[config.mk]
export PLATFORM = sky130hd
export DESIGN_NAME = dmem_ctrl_flat
export DESIGN_NICKNAME = d
export VERILOG_FILES = /design/src/rtl/dmem_ctrl_pkg.sv /design/src/rtl/dmem_ctrl_if.sv /design/src/rtl/dmem_load_align.sv /design/src/rtl/dmem_ctrl.sv /design/src/flat_wrapper.sv
export SDC_FILE = /design/constraint.sdc
export NUM_CORES = 1
export LEC_CHECK = 0
export BUFFER_PORTS_ARGS = -buffer_cell sky130_fd_sc_hd__buf_2
export CAP_MARGIN = 40
export CELL_PAD_IN_SITES_DETAIL_PLACEMENT = 0
export CELL_PAD_IN_SITES_GLOBAL_PLACEMENT = 1
export CORE_MARGIN = 2
export CORE_UTILIZATION = 28
export CTS_BUF_LIST = sky130_fd_sc_hd__clkbuf_4 sky130_fd_sc_hd__clkbuf_8
export CTS_CLUSTER_SIZE = 12
export DETAILED_ROUTE_END_ITERATION = 8
export PLACE_DENSITY = 0.93
export SYNTH_ARGS = -nofsm -noshare
export SYNTH_HDL_FRONTEND = slang
export SYNTH_SLANG_ARGS = --single-unit
[constraint.sdc]
create_clock -name clk -period 2.1 [get_ports clk]
set_input_delay 0.21 -clock clk [delete_from_list [all_inputs] [get_ports clk]]
set_output_delay 0.21 -clock clk [all_outputs]
set_load 0.1 [all_outputs]
[src/rtl/dmem_ctrl_pkg.sv]
// Shared definitions for the data-memory controller.
// Size codes, FSM states, lane write-enable indices, helpers.
package dmem_ctrl_pkg;

  localparam logic [1:0] SZ_BYTE = 2'b00;
  localparam logic [1:0] SZ_HALF = 2'b01;
  localparam logic [1:0] SZ_WORD = 2'b10;

  // bram_we bit driving each lane (lane0 holds the MSB)
  localparam int LANE0 = 3;
  localparam int LANE1 = 2;
  localparam int LANE2 = 1;
  localparam int LANE3 = 0;

  typedef enum logic [1:0] {
    IDLE,
    RD_WAIT,
    RD_DONE
  } state_e;

  function automatic logic misaligned(
    input logic [1:0] size,
    input logic [1:0] off
  );
    logic m;
    unique case (size)
      SZ_BYTE: m = 1'b0;
      SZ_HALF: m = off[0];
      default: m = |off;
    endcase
    return m;
  endfunction

  function automatic logic [1:0] align_off(
    input logic [1:0] size,
    input logic [1:0] off
  );
    logic [1:0] o;
    unique case (size)
      SZ_BYTE: o = off;
      SZ_HALF: o = {off[1], 1'b0};
      default: o = 2'b00;
    endcase
    return o;
  endfunction

endpackage

[src/rtl/dmem_ctrl_if.sv]
// Memory-stage request/response bundle.
// master = pipeline MEM stage, slave = dmem_ctrl.
interface dmem_ctrl_if;

  logic        mem_read;
  logic        mem_write;
  logic [1:0]  mem_size;
  logic        mem_unsigned;
  logic [31:0] addr;
  logic [31:0] wdata;
  logic        stall;
  logic [31:0] rdata;
  logic        rdata_valid;
  logic        misalign;

  modport master (
    output mem_read, mem_write, mem_size,
    output mem_unsigned, addr, wdata,
    input  stall, rdata, rdata_valid, misalign
  );

  modport slave (
    input  mem_read, mem_write, mem_size,
    input  mem_unsigned, addr, wdata,
    output stall, rdata, rdata_valid, misalign
  );

endinterface

[src/rtl/dmem_load_align.sv]
// Load lane select and sign/zero extension.
// Lane0 is bits 31:24 of the BRAM word (big-endian).
module dmem_load_align
  import dmem_ctrl_pkg::*;
(
  input  logic [31:0] rdata,
  input  logic [1:0]  off,
  input  logic [1:0]  size,
  input  logic        uns,
  output logic [31:0] result
);

  logic [7:0]  b;
  logic [15:0] h;
  logic        bs;
  logic        hs;

  // pick byte/half by offset, then extend
  always_comb begin
    b      = 8'h00;
    h      = 16'h0000;
    result = 32'h0;
    unique case (off)
      2'd0:    b = rdata[31:24];
      2'd1:    b = rdata[23:16];
      2'd2:    b = rdata[15:8];
      default: b = rdata[7:0];
    endcase
    h = off[1] ? rdata[15:0] : rdata[31:16];
    bs = b[7] & ~uns;
    hs = h[15] & ~uns;
    unique case (size)
      SZ_BYTE: result = {{24{bs}}, b};
      SZ_HALF: result = {{16{hs}}, h};
      default: result = rdata;
    endcase
  end

endmodule

[src/rtl/dmem_ctrl.sv]
// Data-memory controller: load/store sequencing on 4 byte-lane BRAMs.
// Define DMEM_MISALIGN_TRAP_EN to suppress misaligned accesses.
module dmem_ctrl
  import dmem_ctrl_pkg::*;
#(
  parameter int ADDR_W = 9
) (
  input  logic              clk,
  input  logic              rst_n,
  dmem_ctrl_if.slave        mem,
  output logic [ADDR_W-1:0] bram_addr,
  output logic [3:0]        bram_we,
  output logic [31:0]       bram_wdata,
  input  logic [31:0]       bram_rdata
);

  state_e      state_q;
  state_e      state_d;
  logic        mis;
  logic [1:0]  off;
  logic [3:0]  we_lanes;
  logic        accept;
  logic        stall;
  logic [1:0]  req_off;
  logic [1:0]  req_size;
  logic        req_uns;
  logic        req_mis;
  logic [31:0] ld_data;
  logic [31:0] ld_final;
  logic [31:0] rdata_q;
  logic        valid_q;
  logic        unused_addr;

  assign unused_addr = ^mem.addr[31:ADDR_W+2];

  assign mis = misaligned(mem.mem_size, mem.addr[1:0]);

`ifdef DMEM_MISALIGN_TRAP_EN
  assign off = mem.addr[1:0];
`else
  assign off = align_off(mem.mem_size, mem.addr[1:0]);
`endif

  assign mem.misalign = (mem.mem_read | mem.mem_write) & mis;
  assign bram_addr    = mem.addr[ADDR_W+1:2];

  // store lane enables and lane-replicated data
  always_comb begin
    we_lanes   = 4'b0000;
    bram_wdata = mem.wdata;
    unique case (mem.mem_size)
      SZ_BYTE: begin
        we_lanes   = 4'b0000;
        unique case (off)
          2'd0:    we_lanes[LANE0] = 1'b1;
          2'd1:    we_lanes[LANE1] = 1'b1;
          2'd2:    we_lanes[LANE2] = 1'b1;
          default: we_lanes[LANE3] = 1'b1;
        endcase
        bram_wdata = {4{mem.wdata[7:0]}};
      end
      SZ_HALF: begin
        we_lanes   = off[1] ? 4'b0011 : 4'b1100;
        bram_wdata = {2{mem.wdata[15:0]}};
      end
      default: begin
        we_lanes   = 4'b1111;
        bram_wdata = mem.wdata;
      end
    endcase
  end

  // next state, stall and write strobe
  always_comb begin
    state_d = state_q;
    stall   = 1'b0;
    bram_we = 4'b0000;
    accept  = 1'b0;
    unique case (state_q)
      IDLE: begin
        if (mem.mem_write) begin
`ifdef DMEM_MISALIGN_TRAP_EN
          bram_we = mis ? 4'b0000 : we_lanes;
`else
          bram_we = we_lanes;
`endif
        end else if (mem.mem_read) begin
          stall   = 1'b1;
          accept  = 1'b1;
          state_d = RD_WAIT;
        end
      end
      RD_WAIT: begin
        stall   = 1'b1;
        state_d = RD_DONE;
      end
      RD_DONE: state_d = IDLE;
      default: state_d = IDLE;
    endcase
  end

  // state register
  always_ff @(posedge clk) begin
    if (!rst_n) state_q <= IDLE;
    else        state_q <= state_d;
  end

  // capture load shape when accepted
  always_ff @(posedge clk) begin
    if (!rst_n) begin
      req_off  <= 2'b00;
      req_size <= SZ_WORD;
      req_uns  <= 1'b0;
      req_mis  <= 1'b0;
    end else if (accept) begin
      req_off  <= off;
      req_size <= mem.mem_size;
      req_uns  <= mem.mem_unsigned;
      req_mis  <= mis;
    end
  end

  dmem_load_align u_align (
    .rdata  (bram_rdata),
    .off    (req_off),
    .size   (req_size),
    .uns    (req_uns),
    .result (ld_data)
  );

`ifdef DMEM_MISALIGN_TRAP_EN
  assign ld_final = req_mis ? 32'h0 : ld_data;
`else
  assign ld_final = ld_data;
  logic unused_mis;
  assign unused_mis = req_mis;
`endif

  // load result register and valid pulse
  always_ff @(posedge clk) begin
    if (!rst_n) begin
      rdata_q <= 32'h0;
      valid_q <= 1'b0;
    end else begin
      valid_q <= (state_q == RD_WAIT);
      if (state_q == RD_WAIT) rdata_q <= ld_final;
    end
  end

  assign mem.stall       = stall;
  assign mem.rdata       = rdata_q;
  assign mem.rdata_valid = valid_q;

endmodule

[src/flat_wrapper.sv]
// flat-port wrapper written by rule: the top's interface ports become plain ports
module dmem_ctrl_flat import dmem_ctrl_pkg::*;
#(
  parameter int ADDR_W = 9
)
  (clk, rst_n, bram_addr, bram_we, bram_wdata, bram_rdata, mem_mem_read, mem_mem_write, mem_mem_size, mem_mem_unsigned, mem_addr, mem_wdata, mem_stall, mem_rdata, mem_rdata_valid, mem_misalign);
  dmem_ctrl_if mem_i ();
  input  logic clk;
  input  logic rst_n;
  output logic [ADDR_W-1:0] bram_addr;
  output logic [3:0] bram_we;
  output logic [31:0] bram_wdata;
  input  logic [31:0] bram_rdata;
  input wire logic [$bits(mem_i.mem_read)-1:0] mem_mem_read;
  input wire logic [$bits(mem_i.mem_write)-1:0] mem_mem_write;
  input wire logic [$bits(mem_i.mem_size)-1:0] mem_mem_size;
  input wire logic [$bits(mem_i.mem_unsigned)-1:0] mem_mem_unsigned;
  input wire logic [$bits(mem_i.addr)-1:0] mem_addr;
  input wire logic [$bits(mem_i.wdata)-1:0] mem_wdata;
  output wire logic [$bits(mem_i.stall)-1:0] mem_stall;
  output wire logic [$bits(mem_i.rdata)-1:0] mem_rdata;
  output wire logic [$bits(mem_i.rdata_valid)-1:0] mem_rdata_valid;
  output wire logic [$bits(mem_i.misalign)-1:0] mem_misalign;
  assign mem_i.mem_read = mem_mem_read;
  assign mem_i.mem_write = mem_mem_write;
  assign mem_i.mem_size = mem_mem_size;
  assign mem_i.mem_unsigned = mem_mem_unsigned;
  assign mem_i.addr = mem_addr;
  assign mem_i.wdata = mem_wdata;
  assign mem_stall = mem_i.stall;
  assign mem_rdata = mem_i.rdata;
  assign mem_rdata_valid = mem_i.rdata_valid;
  assign mem_misalign = mem_i.misalign;
  dmem_ctrl #(.ADDR_W(ADDR_W)) u_core (.clk(clk), .rst_n(rst_n), .mem(mem_i), .bram_addr(bram_addr), .bram_we(bram_we), .bram_wdata(bram_wdata), .bram_rdata(bram_rdata));
endmodule
### Yosys cells after proc, flatten, opt, wreduce, memory -nomap -nowiden

Index checks and enable logic that the tools add are counted.

| operators by class | value |
|---|---|
| reductions and logical operators | 8 |
| bitwise gates (word level) | 5 |
| equal/unequal tests | 9 |
| muxes and demuxes | 21 |
| shifts and indexed selects | 0 |
| $lt $le $gt $ge | 0 |
| add/sub/neg operators | 0 |
| divide/modulo/power cells | 0 |
| $mul | 0 |

Operators by type and width:

| operator | count |
|---|---|
| $pmux W32 S2 | 2 |
| $pmux W8 S3 | 1 |
| $mux W16 | 1 |
| $mux W4 | 3 |
| $eq A2 B1 Y1 const B | 5 |
| $logic_not A2 Y1 | 5 |
| $pmux W2 S2 | 2 |
| $pmux W4 S2 | 1 |
| $mux W1 | 7 |
| $eq A2 B2 Y1 const B | 2 |
| $mux W2 | 2 |
| $ne A2 B2 Y1 const B | 2 |
| $pmux W1 S2 | 2 |
| $and A1 B1 Y1 | 3 |
| $reduce_or A3 Y1 | 1 |
| $reduce_and A2 Y1 | 1 |
| $reduce_or A2 Y1 | 1 |
| $not A1 Y1 | 1 |
| $or A1 B1 Y1 | 1 |

| word-level totals | value |
|---|---|
| ROM bits | 0 |
| latch bits | 0 |
| memories | 0 |
| logic and storage cells | 49 |
| output and inout bits | 80 |
| register bits | 40 |
| memory bits (writable) | 0 |

### Longest topological paths before layout

Gate-level depths: netlist of run 1.

| depth | value |
|---|---|
| depth in word-level cells | 8 |
| mapped depth | 6 |
| depth with buffers taken out | 4 |

### Modules after synthesis

Synthesis of run 1 repeated with hierarchy kept, for this count alone.

| second synthesis, totals | value |
|---|---|
| cell total of the unflattened synthesis | 357 |
| area, all modules | 2,832.7 µm² |

By module, submodules not included:

| module | cells each | sequential area each (µm²) | times used | area an instance (µm²) |
|---|---|---|---|---|
| dmem_ctrl | 250 | 800.8 | 1 | 2,045.7 |
| dmem_load_align | 107 | 0.0 | 1 | 787.0 |

### Worst setup path after synthesis of run 1

No wires, ideal clock.

| path | value |
|---|---|
| path kind | input to output |
| start point | input mem_mem_size[0] |
| end point | output bram_wdata[24] |
| path slack | -0.979 ns |
| data required time | 1.890 ns |
| stages | 4 |
| data arrival time | 2.869 ns |
| path through | clkbuf_1 buf_2 mux2i_1 o21ai_0 |

| between the ends | value |
|---|---|
| cells in the longest elaborated chain, start to end | 2 |
| elaborated cells on any way between the ends | 3 |

RTL lines:

| element | line | text |
|---|---|---|
| start, declared | flat_wrapper.sv:16 | `input wire logic [$bits(mem_i.mem_size)-1:0] mem_mem_size;` |
| $eq A2 B1 Y1 / $logic_not A2 Y1 (equally long branches) | dmem_ctrl.sv:51 | `unique case (mem.mem_size)` |
| $pmux W32 S2 (*) | dmem_ctrl.sv:51 |  |
| end, declared | flat_wrapper.sv:12 | `output logic [31:0] bram_wdata;` |

Mark *: on every way between the ends. The rest lies on a longest branch, timed or not.

### Worst setup path in the final report of run 1

| path | value |
|---|---|
| start point | register u_core.state_q[0] |
| end point | output mem_stall |

| between the ends | value |
|---|---|
| cells in the longest elaborated chain, start to end | 2 |
| elaborated cells on any way between the ends | 3 |

RTL lines:

| element | line | text |
|---|---|---|
| start, declared | dmem_ctrl.sv:17 | `state_e state_q;` |
| start signal, assigned | dmem_ctrl.sv:105 | `else state_q <= state_d;` |
| $eq A2 B1 Y1 / $logic_not A2 Y1 (equally long branches) | dmem_ctrl.sv:79 | `unique case (state_q)` |
| $pmux W1 S2 (*) | dmem_ctrl.sv:79 |  |
| end, declared | flat_wrapper.sv:20 | `output wire logic [$bits(mem_i.stall)-1:0] mem_stall;` |

Marks and branches as above.

==> results.md, run 1 <==
* Post-Syn Area at 2520 um2
* Hold EP: u_core.req_uns
* Top post-synthesis cells by area: dfxtp_1, o21ai_0, nand2_1
* # setup viols final at 0
* CP endpoint kind: output port
* Root buf cell: clkbuf_8
* Post-layout util at 38.7%
* Core Box Area at 8720 um2
* Die area at 9760 um2
* Flop-to-flop setup slack at 0.29 ns
* Port bufs at 143
* Seq/Total Area, Yosys at 31.8%
* Crit Path Class: flip-flop to output port
* Mean Syn Cell Area at 7.84 um2
* Relative slew slack at 49.1%
* RePlAce Congestion at 0.904
* Area leader, netlist: dfxtp_1
* Worst hold-check path type: input pin to flip-flop
* Vias in the first global route at 2630
* Reg-to-reg critical path startpoint: u_core.req_off[1]
* Number of synthesized flops with an enable pin at 0
* Tightest Pin Transition at 0.753 ns
* Antenna violations before repair at 0
* Number of synthesized register bits at 40
* HPWL after detailed placement at 6640 um
* VDD IR-drop max at 0.000458 V
* Top flip-flop cell by instance count after synthesis: dfxtp_1
* CP max stage cell: buf_2
* Unrepaired setup endpoints after global routing: no
* Crit path time final at 1.82 ns
* Yosys Warn Count at 0
* Layout cells sized above 1 at 46.6%
* Yosys top cell area share at 31.8%
* Inst Count DP at 545
* Post-synth net total at 424
* First-pass GRT wire length at 13200 um
* Critical path buffer and inverter count at 1
* Row count at 34
* Layout fillers at 922
* Worst hold slack at 0.179 ns
* Cts repair resizes at 0
* Largest net degree at the start of global routing at 26
* Worst-Skew Late Latency at 0.30 ns
* Die width at 98.8 um
* Fin cells at 552
* Power per cell area at 722 nW/um2
* P_leak at 1.64 nW
* Setup TNS Final at 0 ns
* H-Tree Depth at 2
* DRC viols at 0
* Gr usage total at 16.8%
* Routed wire per std cell at 15.4 um
* Routed via count at 2752
* Arr. time, crit path at 1.61 ns
* Final cycle utilization of the critical path at 86.7%
* Die H at 98.8 um
* Maxcap violations at 0
* Asr flop ratio synth at 0%
* CTS max path bufs at 2
* Yosys cell types at 35
* GRT Residual Overflow at 0
* Fin Clk Skew at 0.00837 ns
* Area after DPL at 3290 um2
* DRT iter0 DRCs at 199
* Hold wc startpoint: mem_mem_unsigned
* Crit path max-delay family: simple AND/OR/NAND/NOR gates
* Num CTS Buffers at 5
* Required @ worst endpoint at 1.89 ns
* Hold_buf cts at 0
* Final hold violation count at 0
* Clock Pin Slew Worst Setup and Hold Paths at 0.08 ns
* Number of antenna diodes at 0
* Synth-to-Final Area Change at 34.1%
* Initial Utilization at 28.9%
* DR pass1 iterations at 4
* Outcome: complete, no violations
* Worst Setup Start Kind: flip-flop
* TritonCTS clock tree: built
* WL final at 8520 um
* ANT nets after route at 0
* Reg2reg path depth at 4
* Worst reg2reg endpoint: u_core.mem.rdata[23]
* Cell count after synthesis at 321
* Vias per cell at 4.99
* Worst-path fanout max at 7
* CTS sink cnt at 40
* Cells along the critical path: nor2_1 -> nand3b_1 -> nand2_1 -> buf_2
* Hold path depth at 3
* Fmax at 549 MHz
* Crit-path max cell delay at 0.44 ns
* Setup Fix Bufs, Post-CTS at 0
* Nets at 547
* Ports at 183
* Slew Viols, Final at 0
* Post-route cell area at 3370 um2
[sequential cells by signal (all words and copies together), names as in the netlist]
signal / flops
u_core.req_uns: 1
u_core.req_size: 2
u_core.req_off: 2
u_core.state_q: 2
u_core.mem.rdata: 32
u_core.mem.rdata_valid: 1
[cell usage in the layout, fill, tap and decap left out, types with 2 or more instances in the layout]
cell type,synthesis,final
a21oi_1,27,23
nand3_1,8,8
o21ai_0,43,35
nor2b_1,2,2
nor2_1,14,13
a21boi_0,4,4
nand2_1,49,49
a21oi_4,2,3
clkbuf_8,0,5
dfxtp_1,40,40
o21ai_2,0,7
nor3_1,7,7
nand2b_1,3,3
a32o_1,6,6
buf_4,17,15
a22o_1,9,9
buf_2,8,143
nor2_2,1,2
mux2i_1,10,10
mux2_2,16,16
inv_1,9,9
a22oi_1,8,8
a21oi_2,10,13
[through the flow]
step,total power (W),worst slack [ns]
2_1_floorplan,0.00180,-0.225
6_report,0.00243,0.279
3_5_place_dp,0.00195,0.299
5_1_grt,0.00254,0.179
4_1_cts,0.00245,0.269
3_3_place_gp,0.00194,0.323
[how the worst max path moves through the flow]
stage / start / endpoint / slack [ns] / depth (start not counted)
detailed placement: u_core.req_off[1] / u_core.mem.rdata[23] / 0.30 / 4
CTS: u_core.req_off[1] / u_core.mem.rdata[23] / 0.27 / 4
global placement: u_core.req_off[1] / u_core.mem.rdata[23] / 0.32 / 4
finish: u_core.state_q[0] / mem_stall / 0.28 / 4
floorplan: mem_mem_size[0] / bram_wdata[24] / -0.22 / 4
global route: u_core.req_off[1] / u_core.mem.rdata[23] / 0.18 / 4
[cells in the mapped netlist, drive strengths merged (6+ instances only)]
cell	instances
dfxtp	40
a22oi	8
a21oi	39
buf	28
nor2	15
nor3	7
nand3	8
nand2	49
o21ai	43
a22o	9
mux2	16
inv	9
clkbuf	14
a32o	6
mux2i	10
[cells by family after synthesis]
logic type / Yosys count / share of synthesized area (%)
AOI/OAI and AO/OA: 113 / 29.0
and+or+nand+nor: 89 / 15.3
buffers and inverters: 51 / 10.8
DFF: 40 / 31.8
muxes: 28 / 13.1
[routing by layer]
metal  GRT usage (%)  up-vias  part of all wire [%]
met1            21.0     1281                    41
met2            27.6       93                    49
met3            4.89       10                   8.4
met4            6.01        0                   1.7
met5               0        -                     0
li1                -     1368                     -
[where the power goes]
part           internal [W]  total [W]  switching (W)  leakage [nW]
Combinational      0.000230    0.00111       0.000884          1.27
Clock              0.000225   0.000500       0.000275        0.0400
Sequential         0.000795   0.000820      0.0000257         0.326
[tightest hold or removal path: stages]
cell and delay [ns]:
buf_2 0.11, nand2_1 0.04, a21boi_0 0.07
[layout make-up]
class                           instances  area (um2)  area share [%]
Inverter                                9        33.8            1.00
Tap cell                              108         135            4.01
Sequential cell                        40         801            23.7
Clock inverter                          2        12.5           0.371
Clock buffer                            5        68.8            2.04
Timing Repair Buffer                  158         828            24.6
Multi-Input combinational cell        230        1490            44.3
Power figures use the tool's default switching activity.
==> run 2, diff against run 1 <==
==> constraint.sdc (replaced) <==
create_clock -name clk -period 2.1 [get_ports clk]
set_input_delay 0.525 -clock clk [delete_from_list [all_inputs] [get_ports clk]]
set_output_delay 0.525 -clock clk [all_outputs]
set_load 0.1 [all_outputs]
==> run 2 against run 1 <==
Compared with the run above:
- clock power up 11%
- sequential power about the same
- total power up 9.1%
- wire length up 1.0%
- maximum frequency down 10%
- final cell count up 1.4%
- sequential share of layout area down 3.1 points
- clock skew down 0.0053 ns
- sequential cell count unchanged
- non-clock buffer count up 7
- critical endpoint is now bram_wdata[11]
==> results.md, run 2 (synthesis results as in run 1) <==
* Nets at 554 (+1.3%)
* Total chip power at 0.00266 W (+9.1%)
* Hold_buf cts at 0 (unchanged)
* VDD IR-drop max at 0.000419 V (-8.5%)
* Core Box Area at 8720 um2 (unchanged)
* Worst-path fanout max at 6 (-1)
* P_leak at 1.82 nW (+11%)
* Initial Utilization at 28.9% (unchanged)
* Cells along the critical path: buf_2 -> nor2_2 -> buf_4 -> mux2_2 -> buf_12
* RePlAce Congestion at 0.856 (-5.3%)
* Commonest cells after routing, fill and taps aside: buf_2, nand2_1, dfxtp_1, o21ai_0, buf_12
* Crit path time final at 2.03 ns (+0.212 ns)
* Crit-path max cell delay at 0.37 ns (-0.07 ns)
* TritonCTS clock tree: built
* Clock Pin Slew Worst Setup and Hold Paths at 0.07 ns (about the same)
* Tightest Pin Transition at 0.511 ns (-0.242 ns)
* Hold EP: u_core.mem.rdata[3]
* Gr usage total at 17.4% (+0.60 points)
* Maxcap violations at 0 (unchanged)
* Hold path depth at 1 (-2)
* Crit Path Class: input pin to output port
* WP depth at 5 (+1)
* Final WS setup at 0.0672 ns (-0.212 ns)
* Required @ worst endpoint at 1.57 ns (-0.32 ns)
* WL final at 8610 um (+1.0%)
* Crit path max-delay family: buffers and inverters
* Root buf cell: clkbuf_8
* Commonest non-fill, non-tap cell in the layout: buf_2
* Routed via count at 2835 (+3.0%)
* Arr. time, crit path at 1.51 ns (-0.10 ns)
* Reg-to-reg critical path startpoint: u_core.req_off[1]
* # setup viols final at 0 (unchanged)
* Final hold violation count at 0 (unchanged)
* Flop-to-flop setup slack at 0.34 ns (+0.05 ns)
* Number of flip-flops in the largest register at 32 (unchanged)
* Outcome: complete, no violations
* CTS max path bufs at 2 (unchanged)
* DRT iter0 DRCs at 209 (+5.0%)
* H-Tree Depth at 2 (unchanged)
* GRT Residual Overflow at 0 (unchanged)
* Layout fillers at 874 (-5.2%)
* Fin Clk Skew at 0.00310 ns (-0.00527 ns)
* Setup Fix Bufs, Post-CTS at 0 (unchanged)
* Relative slew slack at 66.2% (+17 points)
* HPWL after detailed placement at 6700 um (+0.91%)
* Synth-to-Final Area Change at 54.0%
* Antenna violations before repair at 0 (unchanged)
* Unrepaired setup endpoints after global routing: no
* Post-layout util at 44.4% (+5.7 points)
* Largest net degree at the start of global routing at 28 (+7.7%)
* Vias per cell at 5.06 (+1.5%)
* First-pass GRT wire length at 13800 um (+4.3%)
* DR pass1 iterations at 5 (+1)
* Worst-Skew Late Latency at 0.30 ns (about the same)
* Worst Setup Start Kind: input pin
* Worst reg2reg endpoint: u_core.mem.rdata[22]
* CTS sink cnt at 40 (unchanged)
* Die width at 98.8 um (unchanged)
* Num CTS Buffers at 5 (unchanged)
* DRC viols at 0 (unchanged)
* ANT nets after route at 0 (unchanged)
* CP endpoint kind: output port
* Reg area at 801 um2 (unchanged)
* Row count at 34 (unchanged)
* Worst hold-check path type: flip-flop to flip-flop
* Dpl ws at 0.0654 ns (-0.234 ns)
* Power per cell area at 686 nW/um2 (-5.0%)
* Routed wire per std cell at 15.4 um (-0.42%)
* Die area at 9760 um2 (unchanged)
* Critical path buffer and inverter count at 3 (+2)
* CP max stage cell: mux2_2
* Cts repair resizes at 0 (unchanged)
* Final cycle utilization of the critical path at 96.8% (+10 points)
* Layout cells sized above 1 at 47.8% (+1.2 points)
* Number of antenna diodes at 0 (unchanged)
* Fmax at 492 MHz (-10%)
* Ports at 183 (unchanged)
* Die H at 98.8 um (unchanged)
* Area of the multi-input gates at 1570 um2 (+5.1%)
* Slew Viols, Final at 0 (unchanged)
* Vias in the first global route at 2710 (+3.0%)
* Reg2reg path depth at 4 (unchanged)
* Port bufs at 143 (unchanged)
* Hold wc startpoint: u_core.mem.rdata[3]
run 2: routing by layer:
metal	track usage [%]	share of wire (%)
met1	21.6	40
met2	29.9	51
met3	4.26	7.7
met4	5.06	1.5
met5	0	0
run 2: area by class of cell:
cell class                 instances  area share, %
multi-input combinational        230           40.5
timing repair buffer             165           31.9
sequential                        40           20.7
tap                              108           3.49
clock buffer                       8           2.52
inverter                           9          0.872
run 2: worst max path at each step:
stage / start / to / slack, ns
floorplan: mem_mem_size[1] / bram_wdata[25] / -0.11
global placement: mem_mem_size[1] / bram_wdata[11] / 0.08
detailed placement: mem_mem_size[1] / bram_wdata[18] / 0.07
CTS: mem_mem_size[1] / bram_wdata[18] / 0.06
global route: mem_mem_size[1] / bram_wdata[11] / 0.03
finish: mem_mem_size[1] / bram_wdata[11] / 0.07
run 2: through the flow:
stage / instances / area, um2 / TNS [ns] / hold slack (ns)
final: 560 / 3870 / 0 / 0.472
after floorplan: 321 / 2680 / -0.241 / 0.457
after global routing: 560 / 3870 / 0 / 0.498
after CTS: 560 / 3870 / 0 / 0.477
after global placement: 552 / 3780 / 0 / 0.454
after detailed placement: 552 / 3780 / 0 / 0.457
run 2: report_power, final:
group | total (W) | switching (W) | internal, W
Clock | 0.000554 | 0.000260 | 0.000294
Sequential | 0.000819 | 0.0000241 | 0.000795
Combinational | 0.00128 | 0.000923 | 0.000361
Total | 0.00266 | 0.00121 | 0.00145
==> run 3, diff against run 2 <==
Settings changed: BUFFER_PORTS_ARGS -buffer_cell sky130_fd_sc_hd__buf_2 to not set, CORE_UTILIZATION 28 to 43, CTS_BUF_LIST sky130_fd_sc_hd__clkbuf_4 sky130_fd_sc_hd__clkbuf_8 to sky130_fd_sc_hd__clkbuf_16, DONT_BUFFER_PORTS set to 1, PLACE_DENSITY 0.93 to 0.89, SYNTH_HIERARCHICAL set to 1.
==> run 3 against run 2 <==
Compared with the run above:
- sequential cell count did not move
- sequential share of layout area rose by 2.7 points
- critical path depth down 2
- largest cell class unchanged
- synthesized area up 13%
- wire length fell by 8.6%
- largest power group unchanged
- register-to-register slack got worse by 0.13 ns
- final area shrank 12%
- clock skew increased by 0.0039 ns
==> results.md, run 3 <==
* DRT iter0 DRCs at 161 (-23%)
* Dpl ws at 0.132 ns (+0.0662 ns)
* # setup viols final at 0 (unchanged)
* Arr. time, crit path at 1.46 ns (-0.05 ns)
* Seq/Total Area, Yosys at 28.3% (-3.6 points)
* ANT nets after route at 0 (unchanged)
* Clock Pin Slew Worst Setup and Hold Paths at 0.06 ns (about the same)
* First-pass GRT wire length at 12500 um (-9.6%)
* Asr flop ratio synth at 0% (unchanged)
* Hold wc startpoint: rst_n
* P_leak at 1.34 nW (-27%)
* Initial Utilization at 44.6% (+16 points)
* Num CTS Buffers at 5 (unchanged)
* Maxcap violations at 0 (unchanged)
* Root buf cell: clkbuf_16
* WL final at 7870 um (-8.6%)
* Row count at 29 (-15%)
* CTS sink cnt at 40 (unchanged)
* Cell count after synthesis at 357 (+11%)
* Yosys top cell area share at 28.3% (-3.6 points)
* Tightest Pin Transition at 0.690 ns (+0.179 ns)
* TritonCTS clock tree: built
* Crit path from: u_core/state_q[0]
* Layout cells sized above 1 at 30.3% (-17 points)
* Yosys Warn Count at 6 (+6)
* Number of flip-flops in the largest register at 32 (unchanged)
* Reg-to-reg critical path startpoint: u_core/req_size[0]
* Met3 Track Usage GR at 5.54% (+1.3 points)
* Antenna violations before repair at 0 (unchanged)
* Top flip-flop cell by instance count after synthesis: dfxtp_1
* Ports at 183 (unchanged)
* RePlAce Congestion at 0.976 (+14%)
* Final WS setup at 0.116 ns (+0.0483 ns)
* Nets at 478 (-14%)
* CP endpoint kind: output port
* Relative slew slack at 54.0% (-12 points)
* Commonest cells after routing, fill and taps aside: nand2_1, buf_4, dfxtp_1, a21boi_0
* Top post-synthesis cells by area: dfxtp_1, nand2_1, a21boi_0
* Vias in the first global route at 2591 (-4.4%)
* Number of synthesized register bits at 40 (unchanged)
* CTS max path bufs at 2 (unchanged)
* Gr usage total at 21.2% (+3.8 points)
* Die area at 7250 um2 (-26%)
* Worst-path fanout max at 5 (-1)
* GR Util met1 at 24.9% (+3.3 points)
* Top-count cell post-synth: nand2_1
* Setup Fix Bufs, Post-CTS at 0 (unchanged)
* Routed via count at 2604 (-8.1%)
* Vias per cell at 5.75 (+14%)
* Port bufs at 0 (-100%)
* Crit path time final at 1.98 ns (-0.0483 ns)
* Largest net degree at the start of global routing at 45 (+61%)
* DRC viols at 0 (unchanged)
* GRT Residual Overflow at 0 (unchanged)
* Core Box Area at 6350 um2 (-27%)
* Mean Syn Cell Area at 7.93 um2 (+1.2%)
* Area leader, netlist: dfxtp_1
* Routed wire per std cell at 17.4 um (+13%)
* Power per cell area at 753 nW/um2 (+9.8%)
* Outcome: complete, no violations
* Final cycle utilization of the critical path at 94.5% (-2.3 points)
* Number of antenna diodes at 0 (unchanged)
* Fin Clk Skew at 0.00699 ns (+0.00389 ns)
* Commonest non-fill, non-tap cell in the layout: nand2_1
* Post-layout util at 54.0% (+9.5 points)
* Number of synthesized flops with an enable pin at 0 (unchanged)
* Unrepaired setup endpoints after global routing: no
* Post-synth net total at 460 (+8.5%)
* Post-Syn Area at 2830 um2 (+13%)
* Required @ worst endpoint at 1.57 ns (about the same)
* DR pass1 iterations at 4 (-1)
* Synth cell count leaders: nand2_1, dfxtp_1, a21boi_0, buf_4
* Worst Setup Start Kind: flip-flop
* Yosys cell types at 34 (-2.9%)
* Die H at 85.2 um (-14%)
* Die width at 85.2 um (-14%)
* Fmax at 504 MHz (+2.4%)
* Slew Viols, Final at 0 (unchanged)
* VDD IR-drop max at 0.000494 V (+18%)
* Worst hold-check path type: input pin to flip-flop
* Global Route met2 Usage at 38.7% (+8.8 points)
* Worst-Skew Late Latency at 0.28 ns (-0.02 ns)
* Crit Path Class: flip-flop to output port
* HPWL after detailed placement at 5900 um (-12%)
* Final hold violation count at 0 (unchanged)
* Routing layer with the top usage in global route: met2
* Synth-to-Final Area Change at 20.9%
* H-Tree Depth at 2 (unchanged)
==> run 3: path summary, 6_finish.rpt <==
path	slack, ns	endpoint	cells after the start
setup reg to reg	0.21	u_core/mem.rdata[19]	5
hold / removal	0.33	u_core/req_size[1]	1
hold reg to reg	0.46	u_core/mem.rdata[21]	2
setup / recovery	0.12	bram_we[0]	3
==> run 3: layout make-up <==
type / instances / area (um2)
fill: 591 / 2920
multi-input combinational: 265 / 1820
sequential: 40 / 801
timing repair buffer: 59 / 531
clock buffer: 5 / 125
tap: 77 / 96.3
clock inverter: 3 / 42.5
inverter: 4 / 15.0
==> run 3: through the flow <==
stage          hold slack, ns  TNS [ns]  total power [W]  cell area [um2]  instances
4_1_cts                 0.305         0          0.00260             3430        453
3_5_place_dp            0.455         0          0.00173             3250        445
6_report                0.332         0          0.00258             3430        453
2_1_floorplan           0.431    -0.999          0.00176             2930        357
3_3_place_gp            0.442         0          0.00173             3250        445
5_1_grt                 0.312         0          0.00267             3430        453
==> run 3: kinds of logic after synthesis <==
kind of cell	Yosys count	synth area share, %
AND/OR/NAND/NOR	126	18.8
AO/OA/AOI/OAI	104	28.8
flip-flops	40	28.3
buffers and inverters	52	11.0
multiplexers	35	13.2
==> run 3: layer usage <==
metal,wire length (um),vias to the layer above
li1,-,1271
met1,3080,1208
met2,4050,118
met3,706,7
met4,27,0
met5,0,-
==> run 3: where the power goes <==
part	total [W]	internal, W	leakage [nW]	switching (W)
combinational	0.000920	0.000233	0.931	0.000687
sequential	0.000800	0.000785	0.325	0.0000142
clock	0.000861	0.000558	0.0798	0.000303
total	0.00258	0.00158	1.34	0.00100
==> run 3: worst max-delay path: stages, from the launching register on <==
cell     delay, ns
dfxtp_1       0.36
or3_4         0.46
a21oi_4       0.17
buf_12        0.19
==> run 3: repair_timing <==
action,4_1_cts,5_1_grt
resized for setup,1,0
hold buffers,0,0
setup endpoints to repair,2,0
